<file path="src/rtl/dmem_bank_arbiter_if.sv">
// Requester/memory bundle for dmem_bank_arbiter: two requester ports (A = CPU, B = DMA)
// plus the shared 8-bank data-memory bus. slave = arbiter side, master = environment side.
interface dmem_bank_arbiter_if #(
  parameter int ADDR_W  = 13,
  parameter int BANK_W  = 3,
  parameter int WDATA_W = 32,
  parameter int RDATA_W = 8
);
  localparam int NUM_BANKS = 2**BANK_W;
  localparam int MADDR_W   = ADDR_W - BANK_W;

  logic                 a_req;
  logic                 a_we;
  logic [ADDR_W-1:0]    a_addr;
  logic [WDATA_W-1:0]   a_wdata;
  logic                 a_gnt;
  logic                 a_rvalid;
  logic [RDATA_W-1:0]   a_rdata;

  logic                 b_req;
  logic                 b_we;
  logic [ADDR_W-1:0]    b_addr;
  logic [WDATA_W-1:0]   b_wdata;
  logic                 b_gnt;
  logic                 b_rvalid;
  logic [RDATA_W-1:0]   b_rdata;

  logic [NUM_BANKS-1:0] mem_en;
  logic                 mem_rw;
  logic [MADDR_W-1:0]   mem_addr;
  logic [WDATA_W-1:0]   mem_wdata;
  logic [RDATA_W-1:0]   mem_rdata;
  logic                 busy;

  modport slave (
    input  a_req, a_we, a_addr, a_wdata,
    output a_gnt, a_rvalid, a_rdata,
    input  b_req, b_we, b_addr, b_wdata,
    output b_gnt, b_rvalid, b_rdata,
    output mem_en, mem_rw, mem_addr, mem_wdata, busy,
    input  mem_rdata
  );

  modport master (
    output a_req, a_we, a_addr, a_wdata,
    input  a_gnt, a_rvalid, a_rdata,
    output b_req, b_we, b_addr, b_wdata,
    input  b_gnt, b_rvalid, b_rdata,
    input  mem_en, mem_rw, mem_addr, mem_wdata, busy,
    output mem_rdata
  );
endinterface

</file>
<file path="src/rtl/dmem_bank_arbiter.sv">
// Two-requester (CPU A / DMA B) arbiter for the banked data memory: IDLE -> ISSUE -> (RESP) -> IDLE.
// Optional grant/conflict statistics counters are enabled by defining DMEM_ARB_STATS_EN.
module dmem_bank_arbiter #(
  parameter int ADDR_W    = 13,
  parameter int BANK_W    = 3,
  parameter int WDATA_W   = 32,
  parameter int RDATA_W   = 8,
  parameter int FIXED_PRI = 0
) (
  input  logic                  clk,
  input  logic                  reset,
  dmem_bank_arbiter_if.slave    bus
`ifdef DMEM_ARB_STATS_EN
  ,
  output logic [15:0]           a_cnt,
  output logic [15:0]           b_cnt,
  output logic [15:0]           conflict_cnt
`endif
);

  localparam int NUM_BANKS = 2**BANK_W;
  localparam int MADDR_W   = ADDR_W - BANK_W;

  typedef enum logic [1:0] {
    S_IDLE  = 2'd0,
    S_ISSUE = 2'd1,
    S_RESP  = 2'd2
  } state_e;

  typedef enum logic {
    OWN_A = 1'b0,
    OWN_B = 1'b1
  } owner_e;

  state_e               state_q,     state_d;
  owner_e               owner_q,     owner_d;
  owner_e               last_q,      last_d;
  logic                 we_q,        we_d;
  logic [NUM_BANKS-1:0] mem_en_q,    mem_en_d;
  logic                 mem_rw_q,    mem_rw_d;
  logic [MADDR_W-1:0]   mem_addr_q,  mem_addr_d;
  logic [WDATA_W-1:0]   mem_wdata_q, mem_wdata_d;
  logic                 a_gnt_q,     a_gnt_d;
  logic                 b_gnt_q,     b_gnt_d;
  logic                 a_rv_q,      a_rv_d;
  logic                 b_rv_q,      b_rv_d;
  logic                 busy_q,      busy_d;

  logic                 pick_a;
  logic                 sel_we;
  logic [ADDR_W-1:0]    sel_addr;
  logic [WDATA_W-1:0]   sel_wdata;

  function automatic logic [NUM_BANKS-1:0] bank_decode(input logic [BANK_W-1:0] bank);
    logic [NUM_BANKS-1:0] dec;
    for (int i = 0; i < NUM_BANKS; i++) begin
      dec[i] = (bank == BANK_W'(i));
    end
    return dec;
  endfunction

  // A wins a tie under fixed priority, or when B was the last owner in round-robin mode.
  assign pick_a = bus.a_req & (~bus.b_req | (FIXED_PRI != 0) | (last_q == OWN_B));

  assign sel_we    = pick_a ? bus.a_we    : bus.b_we;
  assign sel_addr  = pick_a ? bus.a_addr  : bus.b_addr;
  assign sel_wdata = pick_a ? bus.a_wdata : bus.b_wdata;

  always_comb begin
    state_d     = state_q;
    owner_d     = owner_q;
    last_d      = last_q;
    we_d        = we_q;
    mem_en_d    = '0;
    mem_rw_d    = 1'b0;
    mem_addr_d  = '0;
    mem_wdata_d = '0;
    a_gnt_d     = 1'b0;
    b_gnt_d     = 1'b0;
    a_rv_d      = 1'b0;
    b_rv_d      = 1'b0;

    unique case (state_q)
      S_IDLE: begin
        if (bus.a_req | bus.b_req) begin
          state_d     = S_ISSUE;
          owner_d     = pick_a ? OWN_A : OWN_B;
          last_d      = owner_d;
          we_d        = sel_we;
          mem_en_d    = bank_decode(sel_addr[ADDR_W-1 -: BANK_W]);
          mem_rw_d    = sel_we;
          mem_addr_d  = sel_addr[MADDR_W-1:0];
          mem_wdata_d = sel_wdata;
          a_gnt_d     = pick_a;
          b_gnt_d     = ~pick_a;
        end
      end
      S_ISSUE: begin
        // Reads need one more cycle for the chip to drive mem_rdata.
        if (we_q) begin
          state_d = S_IDLE;
        end else begin
          state_d = S_RESP;
          a_rv_d  = (owner_q == OWN_A);
          b_rv_d  = (owner_q == OWN_B);
        end
      end
      S_RESP: begin
        state_d = S_IDLE;
      end
      default: begin
        state_d = S_IDLE;
      end
    endcase

    busy_d = (state_d != S_IDLE);
  end

  always_ff @(posedge clk) begin
    if (reset) begin
      state_q     <= S_IDLE;
      owner_q     <= OWN_A;
      last_q      <= OWN_B;
      we_q        <= 1'b0;
      mem_en_q    <= '0;
      mem_rw_q    <= 1'b0;
      mem_addr_q  <= '0;
      mem_wdata_q <= '0;
      a_gnt_q     <= 1'b0;
      b_gnt_q     <= 1'b0;
      a_rv_q      <= 1'b0;
      b_rv_q      <= 1'b0;
      busy_q      <= 1'b0;
    end else begin
      state_q     <= state_d;
      owner_q     <= owner_d;
      last_q      <= last_d;
      we_q        <= we_d;
      mem_en_q    <= mem_en_d;
      mem_rw_q    <= mem_rw_d;
      mem_addr_q  <= mem_addr_d;
      mem_wdata_q <= mem_wdata_d;
      a_gnt_q     <= a_gnt_d;
      b_gnt_q     <= b_gnt_d;
      a_rv_q      <= a_rv_d;
      b_rv_q      <= b_rv_d;
      busy_q      <= busy_d;
    end
  end

  assign bus.mem_en    = mem_en_q;
  assign bus.mem_rw    = mem_rw_q;
  assign bus.mem_addr  = mem_addr_q;
  assign bus.mem_wdata = mem_wdata_q;
  assign bus.a_gnt     = a_gnt_q;
  assign bus.b_gnt     = b_gnt_q;
  assign bus.a_rvalid  = a_rv_q;
  assign bus.b_rvalid  = b_rv_q;
  assign bus.busy      = busy_q;

  // Read data is a passthrough of the shared bus, gated to the owner only during its rvalid cycle.
  assign bus.a_rdata = a_rv_q ? bus.mem_rdata : '0;
  assign bus.b_rdata = b_rv_q ? bus.mem_rdata : '0;

`ifdef DMEM_ARB_STATS_EN
  logic [15:0] a_cnt_q;
  logic [15:0] b_cnt_q;
  logic [15:0] conflict_cnt_q;

  function automatic logic [15:0] sat_inc(input logic [15:0] v);
    return (v == 16'hFFFF) ? v : v + 16'd1;
  endfunction

  always_ff @(posedge clk) begin
    if (reset) begin
      a_cnt_q        <= '0;
      b_cnt_q        <= '0;
      conflict_cnt_q <= '0;
    end else begin
      if (a_gnt_q) a_cnt_q <= sat_inc(a_cnt_q);
      if (b_gnt_q) b_cnt_q <= sat_inc(b_cnt_q);
      if ((state_q == S_IDLE) && bus.a_req && bus.b_req) begin
        conflict_cnt_q <= sat_inc(conflict_cnt_q);
      end
    end
  end

  assign a_cnt        = a_cnt_q;
  assign b_cnt        = b_cnt_q;
  assign conflict_cnt = conflict_cnt_q;
`endif

endmodule

</file>
<file path="src/flat_wrapper.sv">
// flat-port wrapper written by rule: the top's interface ports become plain ports
module dmem_bank_arbiter_flat 
#(
  parameter int ADDR_W    = 13,
  parameter int BANK_W    = 3,
  parameter int WDATA_W   = 32,
  parameter int RDATA_W   = 8,
  parameter int FIXED_PRI = 0
)
  (clk, reset, bus_a_req, bus_a_we, bus_a_addr, bus_a_wdata, bus_a_gnt, bus_a_rvalid, bus_a_rdata, bus_b_req, bus_b_we, bus_b_addr, bus_b_wdata, bus_b_gnt, bus_b_rvalid, bus_b_rdata, bus_mem_en, bus_mem_rw, bus_mem_addr, bus_mem_wdata, bus_busy, bus_mem_rdata);
  dmem_bank_arbiter_if #(.ADDR_W(ADDR_W), .BANK_W(BANK_W), .WDATA_W(WDATA_W), .RDATA_W(RDATA_W)) bus_i ();
  input  logic clk;
  input  logic reset;
  input wire logic [$bits(bus_i.a_req)-1:0] bus_a_req;
  input wire logic [$bits(bus_i.a_we)-1:0] bus_a_we;
  input wire logic [$bits(bus_i.a_addr)-1:0] bus_a_addr;
  input wire logic [$bits(bus_i.a_wdata)-1:0] bus_a_wdata;
  output wire logic [$bits(bus_i.a_gnt)-1:0] bus_a_gnt;
  output wire logic [$bits(bus_i.a_rvalid)-1:0] bus_a_rvalid;
  output wire logic [$bits(bus_i.a_rdata)-1:0] bus_a_rdata;
  input wire logic [$bits(bus_i.b_req)-1:0] bus_b_req;
  input wire logic [$bits(bus_i.b_we)-1:0] bus_b_we;
  input wire logic [$bits(bus_i.b_addr)-1:0] bus_b_addr;
  input wire logic [$bits(bus_i.b_wdata)-1:0] bus_b_wdata;
  output wire logic [$bits(bus_i.b_gnt)-1:0] bus_b_gnt;
  output wire logic [$bits(bus_i.b_rvalid)-1:0] bus_b_rvalid;
  output wire logic [$bits(bus_i.b_rdata)-1:0] bus_b_rdata;
  output wire logic [$bits(bus_i.mem_en)-1:0] bus_mem_en;
  output wire logic [$bits(bus_i.mem_rw)-1:0] bus_mem_rw;
  output wire logic [$bits(bus_i.mem_addr)-1:0] bus_mem_addr;
  output wire logic [$bits(bus_i.mem_wdata)-1:0] bus_mem_wdata;
  output wire logic [$bits(bus_i.busy)-1:0] bus_busy;
  input wire logic [$bits(bus_i.mem_rdata)-1:0] bus_mem_rdata;
  assign bus_i.a_req = bus_a_req;
  assign bus_i.a_we = bus_a_we;
  assign bus_i.a_addr = bus_a_addr;
  assign bus_i.a_wdata = bus_a_wdata;
  assign bus_a_gnt = bus_i.a_gnt;
  assign bus_a_rvalid = bus_i.a_rvalid;
  assign bus_a_rdata = bus_i.a_rdata;
  assign bus_i.b_req = bus_b_req;
  assign bus_i.b_we = bus_b_we;
  assign bus_i.b_addr = bus_b_addr;
  assign bus_i.b_wdata = bus_b_wdata;
  assign bus_b_gnt = bus_i.b_gnt;
  assign bus_b_rvalid = bus_i.b_rvalid;
  assign bus_b_rdata = bus_i.b_rdata;
  assign bus_mem_en = bus_i.mem_en;
  assign bus_mem_rw = bus_i.mem_rw;
  assign bus_mem_addr = bus_i.mem_addr;
  assign bus_mem_wdata = bus_i.mem_wdata;
  assign bus_busy = bus_i.busy;
  assign bus_i.mem_rdata = bus_mem_rdata;
  dmem_bank_arbiter #(.ADDR_W(ADDR_W), .BANK_W(BANK_W), .WDATA_W(WDATA_W), .RDATA_W(RDATA_W), .FIXED_PRI(FIXED_PRI)) u_core (.clk(clk), .reset(reset), .bus(bus_i));
endmodule
</file>
<file path="config.mk">
export PLATFORM = sky130hd
export DESIGN_NAME = dmem_bank_arbiter_flat
export DESIGN_NICKNAME = d
export VERILOG_FILES = /design/src/rtl/dmem_bank_arbiter_if.sv /design/src/rtl/dmem_bank_arbiter.sv /design/src/flat_wrapper.sv
export SDC_FILE = /design/constraint.sdc
export NUM_CORES = 1
export LEC_CHECK = 0
export ABC_AREA = 1
export BUFFER_PORTS_ARGS = -buffer_cell sky130_fd_sc_hd__buf_2
export CAP_MARGIN = 10
export CORE_UTILIZATION = 40
export DETAILED_ROUTE_END_ITERATION = 10
export PLACE_DENSITY = 0.84
export SLEW_MARGIN = 20
export SYNTH_ARGS = -nofsm -noshare
export SYNTH_HDL_FRONTEND = slang
export SYNTH_SLANG_ARGS = --single-unit
</file>
<file path="constraint.sdc">
create_clock -name clk -period 1.43 [get_ports clk]
set_clock_uncertainty 0.1 [all_clocks]
set_input_delay 0.2145 -clock clk [delete_from_list [all_inputs] [get_ports clk]]
set_output_delay 0.2145 -clock clk [all_outputs]
set_load 0.05 [all_outputs]
</file>
# [Yosys cells after proc, flatten, opt, wreduce, memory -nomap -nowiden]
# Index checks and enable logic that the tools add are counted.
[word_totals] word_cells=45 reg_bits=61
[op_classes] n_mux=9 n_eq_ne=8 reduce_logical=6 n_bitwise=9
[ops] cell="32-bit two-way mux" n=1
[ops] cell="8-bit two-way mux" n=2
[ops] cell="13-bit two-way mux" n=1
[ops] cell="3-bit == test (second input constant)" n=4
[ops] cell="3-bit by 2-bit == test with 1-bit output (second input constant)" n=2
[ops] cell="1-bit NOT" n=6
[ops] cell="3-bit OR reduction" n=2
[ops] cell="2-bit two-way mux" n=2
[ops] cell="2-bit one-hot mux with 2 select lines" n=1
[ops] cell="3-bit by 1-bit == test with 1-bit output (second input constant)" n=1
[ops] cell="3-bit logical NOT" n=1
[ops] cell="2-bit by 1-bit == test with 1-bit output (second input constant)" n=1
[ops] cell="2-bit logical NOT" n=1
[ops] cell="1-bit two-way mux" n=2
[ops] cell="1-bit OR" n=2
[ops] cell="2-bit AND reduction" n=1
[ops] cell="2-bit nonzero test" n=1
[ops] cell="1-bit bitwise AND" n=1

# [Depth between registers and ports, before layout]
# Gate-level depths: netlist (run 1).
[depth] depth_word=5 ltp_mapped=8

# [Least setup slack after synthesis (run 1)]
# OpenSTA, ideal clock, no wires.
[synth_timing] kind="register -> output" start="register u_core.b_rv_q, in the netlist u_core.bus.b_rvalid" end="output port bus_b_rdata[0]" required_time_ns=1.116 setup_slack_ns=-0.152 arrival_ns=1.268 stages_incl_launch_ff=4 path_cell_list="dfxtp_1 clkbuf_1 nand2_1 inv_1"
[synth_between] elab_chain_len=1
[synth_rtl] item="start: declaration" line_no="dmem_bank_arbiter.sv:46" rtl="logic b_rv_q, b_rv_d;"
[synth_rtl] item="start signal: assignment" line_no="dmem_bank_arbiter.sv:146" rtl="b_rv_q <= b_rv_d;"
[synth_rtl] item="8-bit two-way mux" line_no="dmem_bank_arbiter.sv:163" rtl="assign bus.b_rdata = b_rv_q ? bus.mem_rdata : '0;"
[synth_rtl] item="end: declaration" line_no="flat_wrapper.sv:27" rtl="output wire logic [$bits(bus_i.b_rdata)-1:0] bus_b_rdata;"
# Every way passes these cells.

# [Worst setup path in the final report (run 1)]
[layout_timing] start="register u_core.a_rv_q, in the netlist u_core.bus.a_rvalid" end="output port bus_a_rdata[7]"
[layout_between] elab_chain_len=1
[layout_rtl] item="start: declaration" line_no="dmem_bank_arbiter.sv:45" rtl="logic a_rv_q, a_rv_d;"
[layout_rtl] item="start signal: assignment" line_no="dmem_bank_arbiter.sv:145" rtl="a_rv_q <= a_rv_d;"
[layout_rtl] item="8-bit two-way mux" line_no="dmem_bank_arbiter.sv:162" rtl="assign bus.a_rdata = a_rv_q ? bus.mem_rdata : '0;"
[layout_rtl] item="end: declaration" line_no="flat_wrapper.sv:20" rtl="output wire logic [$bits(bus_i.a_rdata)-1:0] bus_a_rdata;"
# Every way passes these cells.

==> impl_metrics.json, run 1 <==
{
  "status": "completed",
  "ys.warnings.count": 0,
  "row_count": 27,
  "cts_setup_buffers": 0,
  "syn-num-nets": 406,
  "worstSetupPathType": "reg -> out",
  "grt_usage": 0.201,
  "yosysSeqAreaShare": 0.516,
  "hold_viol": 0,
  "ant_nets": 0,
  "synth_ff_type": "dfxtp_1",
  "syn_area_um2": 2370,
  "detail_route.wl_per_cell_um": 11.3,
  "drc": 0,
  "pwr-share-seq": 0.404,
  "fin_cells": 554,
  "drive_gt1_frac": 0.456,
  "period_share": 0.961,
  "finalPower_w": 0.00455,
  "preCtsSetupSlack_ns": 0.0735,
  "grt_remaining_overflow": 0,
  "synth_edf_count": 0,
  "min_period_ns": 1.37,
  "vias": 2498,
  "holdWs_ns": 0.0272,
  "switching_power_w": 0.00137,
  "htreeDepth": 3,
  "clk_latency_ns": 0.32,
  "intPower_w": 0.00318,
  "finalSetupViolations": 0,
  "layout.nets": 581,
  "pwr-share-clk": 0.375,
  "nFillCells": 486,
  "worst_setup_path_start_kind": "flop",
  "cts_buffers": 9,
  "relSlewSlack": 0.745,
  "routed_wl_um": 6250,
  "hold_class": "in -> reg",
  "hpwlAfterDp_um": 4760,
  "viasPerCell": 4.51,
  "cp_max_fo": 9,
  "end_kind": "primary output",
  "powerDensity_nw_per_um2": 1280,
  "synthDistinctLibCells": 20,
  "cts_tree": "yes",
  "synthToLayoutAreaGrowth_pct": 49.9,
  "setup_slack_ns": 0.0552,
  "grt_max_degree": 45,
  "diodes": 0,
  "combPwrFrac": 0.221,
  "initial_core_util": 0.422,
  "dp.cells": 538,
  "fin_util": 0.633,
  "core_um2": 5610,
  "multiInputGateArea_um2": 916,
  "timing.fmax_ghz": 0.727,
  "grt_pass1_vias": 2298,
  "grt_pass1_wl_um": 9540,
  "max_cap_viol_count": 0,
  "synthArstFlopShare": 0,
  "swShare": 0.302,
  "max_slew.worst_pin.slew_ns": 0.382,
  "cts_root_buf": "clkbuf_8",
  "port_buffers": 175,
  "p_leak_nw": 2.06,
  "required_ns": 1.12,
  "dieHeight_um": 78.9,
  "clockBufferDepth": 2,
  "antenna_found_initial": 0,
  "syn_inst": 302,
  "dieArea_um2": 6230,
  "clkTransAtPathRegs_ns": 0.07,
  "pin_count": 176,
  "gp_congestion": 0.896,
  "die_w_um": 78.9,
  "dr.pass1.iters": 4,
  "final-seq-area_um2": 1230,
  "arrival_ns": 1.06,
  "post_synth.cell_area_avg_um2": 7.84,
  "peakVddDrop_uv": 783,
  "clock-sinks": 61,
  "slew_violations": 0,
  "ys_ff_latch": 61,
  "first_iter_violations": 76
}
## stage by stage
step	TNS, ns	area [µm²]
finish	0	3550
detailed placement	0	3280
global route	-0.00299	3550
global placement	0	3280
CTS	0	3520
floorplan	0	2370
## Yosys cell counts, types with 3 or more instances
master,count,area [µm²]
nor2_1,12,45.0
a21oi_1,29,145
nand2_1,123,462
inv_1,26,97.6
buf_2,6,30.0
nand2_2,3,18.8
dfxtp_1,61,1220
nand3_1,9,45.0
buf_6,6,67.6
a21oi_2,13,114
## cells in the final DEF (no fill, tap or decap), types with 3 or more instances in the layout
cell      instances
a21oi_2          13
nand2_2           3
clkbuf_8         11
buf_4             9
a21oi_1          29
buf_2           160
clkbuf_4          8
nand3_1           9
inv_1            26
nor2_1           12
nand2_1         123
dfxtp_1          59
## worst max-delay path, cell delays in order (launching register included)
cell and delay (ns):
dfxtp_4 0.39, nand2_1 0.06, inv_1 0.05, buf_2 0.25
## layout make-up
type                            count  area share
Inverter                           28      0.0310
Clock buffer                       12      0.0437
Multi-Input combinational cell    197       0.258
Sequential cell                    61       0.346
Clock inverter                      4      0.0197
Timing Repair Buffer              180       0.276
Tap cell                           72      0.0254
## cells by family (layout without fill, tap and decap cells)
| kind of cell | after synthesis | after routing | synth area share |
|---|---|---|---|
| flops | 61 | 61 | 0.516 |
| buf+inv | 44 | 224 | 0.0972 |
| simple gates | 154 | 154 | 0.271 |
| compound gates | 43 | 43 | 0.116 |
## registers in the layout, summed over array words and instances, names as in the netlist, 2 cells and up
name	cells
u_core.bus.mem_addr	10
u_core.bus.mem_en	8
u_core.bus.mem_wdata	32
u_core.state_q	2
## path summary, 6_finish.rpt
path | startpoint | endpoint | slack [ns] | cells after the start
setup / recovery | u_core.bus.a_rvalid | bus_a_rdata[7] | 0.06 | 3
hold / removal | bus_a_wdata[30] | u_core.bus.mem_wdata[30] | 0.03 | 3
setup reg to reg | u_core.state_q[0] | u_core.bus.mem_addr[0] | 0.12 | 5
hold reg to reg | u_core.owner_q | u_core.bus.b_rvalid | 0.34 | 2
## layer usage
layer	vias to the layer above	global-route usage	part of all wire
met5	-	0	0
met4	0	0.0982	0.021
met3	13	0.0655	0.088
met2	125	0.367	0.50
met1	1086	0.204	0.39
li1	1274	-	-
## power by group through the flow
stage,clock [W],sequential [W],combinational [W]
after global routing,0.00184,0.00185,0.00108
after detailed placement,0,0.00188,0.00100
after global placement,0,0.00188,0.000985
after CTS,0.00174,0.00184,0.00101
final,0.00171,0.00184,0.00100
after floorplan,0,0.00221,0.000370
## timing repair
item / 4_1_cts / 5_1_grt
resized for setup: 7 / 11
hold buffers: 0 / 0
endpoints found under the setup margin: 7 / 19
(Power assumes the default switching activity.)
==> run 2, diff against run 1 <==
--- a/config.mk
+++ b/config.mk
@@ -8,7 +8,9 @@
 export ABC_AREA = 1
 export BUFFER_PORTS_ARGS = -buffer_cell sky130_fd_sc_hd__buf_2
 export CAP_MARGIN = 10
-export CORE_UTILIZATION = 40
+export CELL_PAD_IN_SITES_DETAIL_PLACEMENT = 0
+export CELL_PAD_IN_SITES_GLOBAL_PLACEMENT = 2
+export CORE_UTILIZATION = 20
 export DETAILED_ROUTE_END_ITERATION = 10
 export PLACE_DENSITY = 0.84
 export SLEW_MARGIN = 20
==> run 2 against run 1 <==
Compared with the run above:
- clock-buffer cell count shrank 3
- highest routed layer is now met5
- first-iteration DRC count is 30% lower
- sequential share of layout area is 2.1 points lower
- die area is 97% higher
- sequential cell count did not move
- largest cell class unchanged
- wire length up 12%
- sequential power about the same
- via count unchanged
==> impl_metrics.json, run 2 (same netlist as run 1, synthesis figures left out) <==
{
  "cts_buffers": 9,
  "core_um2": 11500,
  "die_w_um": 111,
  "relSlewSlack": 0.826,
  "dieHeight_um": 111,
  "hold_class": "in -> reg",
  "ff2ff_setup_slack_ns": 0.16,
  "cts_tree": "yes",
  "drc": 0,
  "grt_max_degree": 26,
  "cp_max_fo": 9,
  "min_period_ns": 1.37,
  "antenna_found_initial": 2,
  "crit_start": "u_core.bus.b_rvalid",
  "htreeDepth": 3,
  "p_leak_nw": 2.13,
  "powerDensity_nw_per_um2": 1380,
  "port_buffers": 175,
  "largest_reg_flops": 32,
  "dr.pass1.iters": 4,
  "mostFrequentLayoutCells": "buf_2 (167), nand2_1 (123), dfxtp_1 (59)",
  "row_count": 39,
  "max_cap_viol_count": 0,
  "max_slew.worst_pin.slew_ns": 0.261,
  "vias": 2498,
  "r2r_start": "u_core.last_q",
  "hpwlAfterDp_um": 5560,
  "cts_root_buf": "clkbuf_16",
  "clock-sinks": 61,
  "ant_nets": 0,
  "arrival_ns": 1.06,
  "status": "completed",
  "critPathTopFamily": "flip-flops",
  "slowest_stage": "dfxtp_4",
  "gp_congestion": 0.744,
  "synthToLayoutAreaGrowth_pct": 59.6,
  "grt_usage": 0.116,
  "tns_ns": 0,
  "clockBufferDepth": 2,
  "hold_buffers": 0,
  "worst_setup_path_start_kind": "flop",
  "end_kind": "primary output",
  "required_ns": 1.12,
  "routed_wl_um": 7030,
  "first_iter_violations": 53,
  "nFillCells": 1228,
  "dieArea_um2": 12300,
  "fin_util": 0.330,
  "detail_route.wl_per_cell_um": 11.2,
  "grt_setup_unrepaired": "false",
  "cp.depth": 3,
  "grt_pass1_wl_um": 11200,
  "grt_remaining_overflow": 0,
  "path_cells": "nand2_1, inv_1, buf_2",
  "clkTransAtPathRegs_ns": 0.05,
  "period_share": 0.959,
  "grt_pass1_vias": 2351,
  "peakVddDrop_uv": 548,
  "clk_latency_ns": 0.32,
  "slew_violations": 0,
  "worstRegToRegCells": 8,
  "diodes": 0,
  "critical_path.max_stage_delay_ns": 0.39,
  "reg2reg_to": "u_core.bus.mem_en[1]",
  "crit_end": "bus_b_rdata[7]",
  "worstSetupPathType": "reg -> out",
  "hold_viol": 0,
  "layout.nets": 583,
  "path_buf_inv": 2,
  "pin_count": 176,
  "initial_core_util": 0.206,
  "timing.fmax_ghz": 0.729,
  "final_common_cell": "buf_2",
  "viasPerCell": 3.98,
  "finalSetupViolations": 0,
  "drive_gt1_frac": 0.463
}
run 2: changes by cell type in the layout (fill, tap and decap cells not counted), sizes merged:
| cell | change |
|---|---|
| buf | +3 |
| clkinv | +1 |
| inv | +1 |
| clkbuf | -4 |
| clkinvlp | +1 |
run 2: what timing repair did:
| action | in CTS | in global routing |
|---|---|---|
| setup endpoints to repair | 1 | 19 |
| hold endpoints to repair | 0 | 0 |
| resized for setup | 1 | 14 |
| buffers inserted | 0 | 0 |
run 2: how the worst min path moves through the flow:
stage | startpoint | endpoint | slack [ns] | cells past startpoint
after floorplan | reset | u_core.state_q[0] | 0.20 | 1
after global placement | u_core.owner_q | u_core.bus.b_rvalid | 0.33 | 2
after detailed placement | u_core.owner_q | u_core.bus.a_rvalid | 0.33 | 1
after CTS | bus_b_wdata[9] | u_core.bus.mem_wdata[9] | 0.03 | 3
after global routing | bus_a_addr[7] | u_core.bus.mem_addr[7] | 0.03 | 3
final | bus_a_wdata[8] | u_core.bus.mem_wdata[8] | 0.03 | 3
run 2: per-stage QoR:
step / cells / total power [W] / setup WS (ns) / hold slack (ns) / instance area (µm²)
after floorplan: 302 / 0.00258 / 0.00337 / 0.205 / 2370
after global placement: 611 / 0.00292 / 0.168 / 0.333 / 3410
after detailed placement: 611 / 0.00292 / 0.140 / 0.328 / 3410
after CTS: 627 / 0.00528 / 0.00107 / 0.0262 / 3730
after global routing: 627 / 0.00547 / 0.00280 / 0.0315 / 3780
final: 627 / 0.00522 / 0.0590 / 0.0349 / 3780
run 2: power by group:
part / total (W) / internal [W] / switching (W) / leakage, nW
logic: 0.00104 / 0.000322 / 0.000719 / 1.47
clock network: 0.00234 / 0.00153 / 0.000809 / 0.156
registers: 0.00184 / 0.00181 / 0.0000350 / 0.501
run 2: tightest hold or removal path, stage by stage:
cell and delay (ns):
buf_2 0.09, nand2_1 0.05, a21oi_1 0.05
run 2: cell type report:
type                    count  area, µm²  area share
flip-flops and latches     61       1230       0.325
repair buffers            182       1010       0.266
multi-input cells         197        928       0.246
clock buffers               9        225      0.0596
well taps                 143        179      0.0474
inverters                  28        113      0.0298
clock inverters             7       98.8      0.0262
run 2: metal layers:
metal,up-vias,part of all wire,global-route usage
met2,103,0.49,0.198
li1,1278,-,-
met1,1104,0.41,0.129
met4,2,0.012,0.0373
met3,11,0.092,0.0487
met5,-,0.0019,0
==> run 3, diff against run 2 <==
--- a/config.mk
+++ b/config.mk
@@ -12,7 +12,8 @@
 export CELL_PAD_IN_SITES_GLOBAL_PLACEMENT = 2
 export CORE_UTILIZATION = 20
 export DETAILED_ROUTE_END_ITERATION = 10
-export PLACE_DENSITY = 0.84
+export GPL_ROUTABILITY_DRIVEN = 0
+export PLACE_DENSITY_LB_ADDON = 0.25
 export SLEW_MARGIN = 20
 export SYNTH_ARGS = -nofsm -noshare
 export SYNTH_HDL_FRONTEND = slang
==> run 3 against run 2 <==
Compared with the run above:
- sequential cell count stayed put
- first-iteration DRC count is 40% higher
- utilization is 0.26 points lower
- critical endpoint is now bus_a_rdata[4]
- non-clock buffer count is 2 higher
- die area stayed put
- clock-buffer cell count is 3 higher
- via count is 2.6% lower
- cell area is 0.79% lower
==> impl_metrics.json, run 3 (same netlist as run 1, synthesis figures left out) <==
{
  "final-seq-area_um2": 1230,
  "max_cap_viol_count": 0,
  "viasPerCell": 3.87,
  "clkTransAtPathRegs_ns": 0.05,
  "powerDensity_nw_per_um2": 1340,
  "cts_root_buf": "clkbuf_16",
  "row_count": 39,
  "finalSetupViolations": 0,
  "hold_viol": 0,
  "multiInputGateArea_um2": 916,
  "r2r_start": "u_core.state_q[0]",
  "hpwlAfterDp_um": 5380,
  "ctsResizeCount": 1,
  "relSlewSlack": 0.820,
  "grt_pass1_wl_um": 11600,
  "status": "completed",
  "hold_depth": 3,
  "drive_gt1_frac": 0.459,
  "cp_max_fo": 9,
  "placed_area_um2": 3430,
  "reg2reg_to": "u_core.bus.mem_addr[4]",
  "hold_buffers": 0,
  "antenna_found_initial": 0,
  "tns_ns": 0,
  "timing.fmax_ghz": 0.729,
  "layout.nets": 585,
  "swShare": 0.297,
  "arrival_ns": 1.06,
  "ff2ff_setup_slack_ns": 0.17,
  "worstHoldEndpoint": "u_core.bus.mem_wdata[4]",
  "required_ns": 1.12,
  "switching_power_w": 0.00149,
  "die_w_um": 111,
  "htreeDepth": 3,
  "detail_route.wl_per_cell_um": 11.3,
  "pin_count": 176,
  "finalInstanceArea_um2": 3750,
  "ant_nets": 0,
  "clk_latency_ns": 0.32,
  "mostFrequentLayoutCells": "buf_2 (169), nand2_1 (123), dfxtp_1 (59)",
  "hold_class": "in -> reg",
  "synthToLayoutAreaGrowth_pct": 58.4,
  "intPower_w": 0.00353,
  "cts_tree": "yes",
  "port_buffers": 175,
  "diodes": 0,
  "cts_buffers": 9,
  "pwr-share-seq": 0.367,
  "min_period_ns": 1.37,
  "peakVddDrop_uv": 436,
  "grt_usage": 0.120,
  "vias": 2434,
  "dr.pass1.iters": 4,
  "slew_violations": 0,
  "nFillCells": 1248,
  "end_kind": "primary output",
  "period_share": 0.959,
  "dieArea_um2": 12300,
  "drc": 0,
  "routed_wl_um": 7130,
  "final_common_cell": "buf_2",
  "worstSetupPathType": "reg -> out",
  "grt_remaining_overflow": 0,
  "grt_pass1_vias": 2405,
  "setup_slack_ns": 0.0584,
  "max_slew.worst_pin.slew_ns": 0.272,
  "worstRegToRegCells": 6,
  "initial_core_util": 0.206,
  "clockBufferDepth": 2,
  "core_um2": 11500,
  "holdWs_ns": 0.0360,
  "min_from": "bus_a_wdata[4]",
  "worst_setup_path_start_kind": "flop",
  "grt_max_degree": 35,
  "pwr-share-clk": 0.425,
  "preCtsSetupSlack_ns": 0.139,
  "finalPower_w": 0.00502,
  "cts_setup_buffers": 0,
  "p_leak_nw": 2.13,
  "clock-sinks": 61,
  "combPwrFrac": 0.208,
  "dieHeight_um": 111,
  "first_iter_violations": 74,
  "largest_reg_flops": 32
}
## run 3: layout make-up
type,count,share of cell area
Clock buffer,12,0.0658
Clock inverter,4,0.0127
Inverter,28,0.0294
Multi-Input combinational cell,197,0.244
Sequential cell,61,0.328
Tap cell,143,0.0477
Timing Repair Buffer,184,0.272
## run 3: per-stage QoR
step / util / std cells
2_1_floorplan: - / 302
3_3_place_gp: 0.300 / 613
3_5_place_dp: 0.300 / 613
4_1_cts: 0.325 / 629
5_1_grt: 0.327 / 629
6_report: 0.327 / 629
## run 3: worst max-delay path by stage
stage	startpoint	end	slack [ns]	depth (start not counted)
2_1_floorplan	u_core.bus.b_rvalid	bus_b_rdata[0]	0.003	3
3_3_place_gp	bus_a_req	u_core.bus.mem_addr[8]	0.16	6
3_5_place_dp	bus_a_req	u_core.bus.mem_wdata[27]	0.14	6
4_1_cts	u_core.bus.b_rvalid	bus_b_rdata[5]	0.003	3
5_1_grt	u_core.bus.b_rvalid	bus_b_rdata[5]	-0.0002	3
6_report	u_core.bus.a_rvalid	bus_a_rdata[4]	0.06	3
## run 3: power by group through the flow
stage          logic (W)  registers, W  clock network [W]
2_1_floorplan   0.000370       0.00221                  0
3_3_place_gp     0.00106       0.00188                  0
3_5_place_dp     0.00106       0.00188                  0
4_1_cts          0.00106       0.00184            0.00221
5_1_grt          0.00113       0.00185            0.00231
6_report         0.00105       0.00184            0.00213
## run 3: layer usage
metal | vias to the layer above | track usage | wire [µm]
met3 | 7 | 0.0503 | 717
met2 | 110 | 0.198 | 3530
met1 | 1037 | 0.132 | 2790
met5 | - | 0 | 0
met4 | 0 | 0.0587 | 89
li1 | 1280 | - | -
## run 3: worst max-delay path, cell delays in order (launching register included)
cell and delay [ns]:
dfxtp_4 0.39, nand2_1 0.06, inv_1 0.05, buf_2 0.25
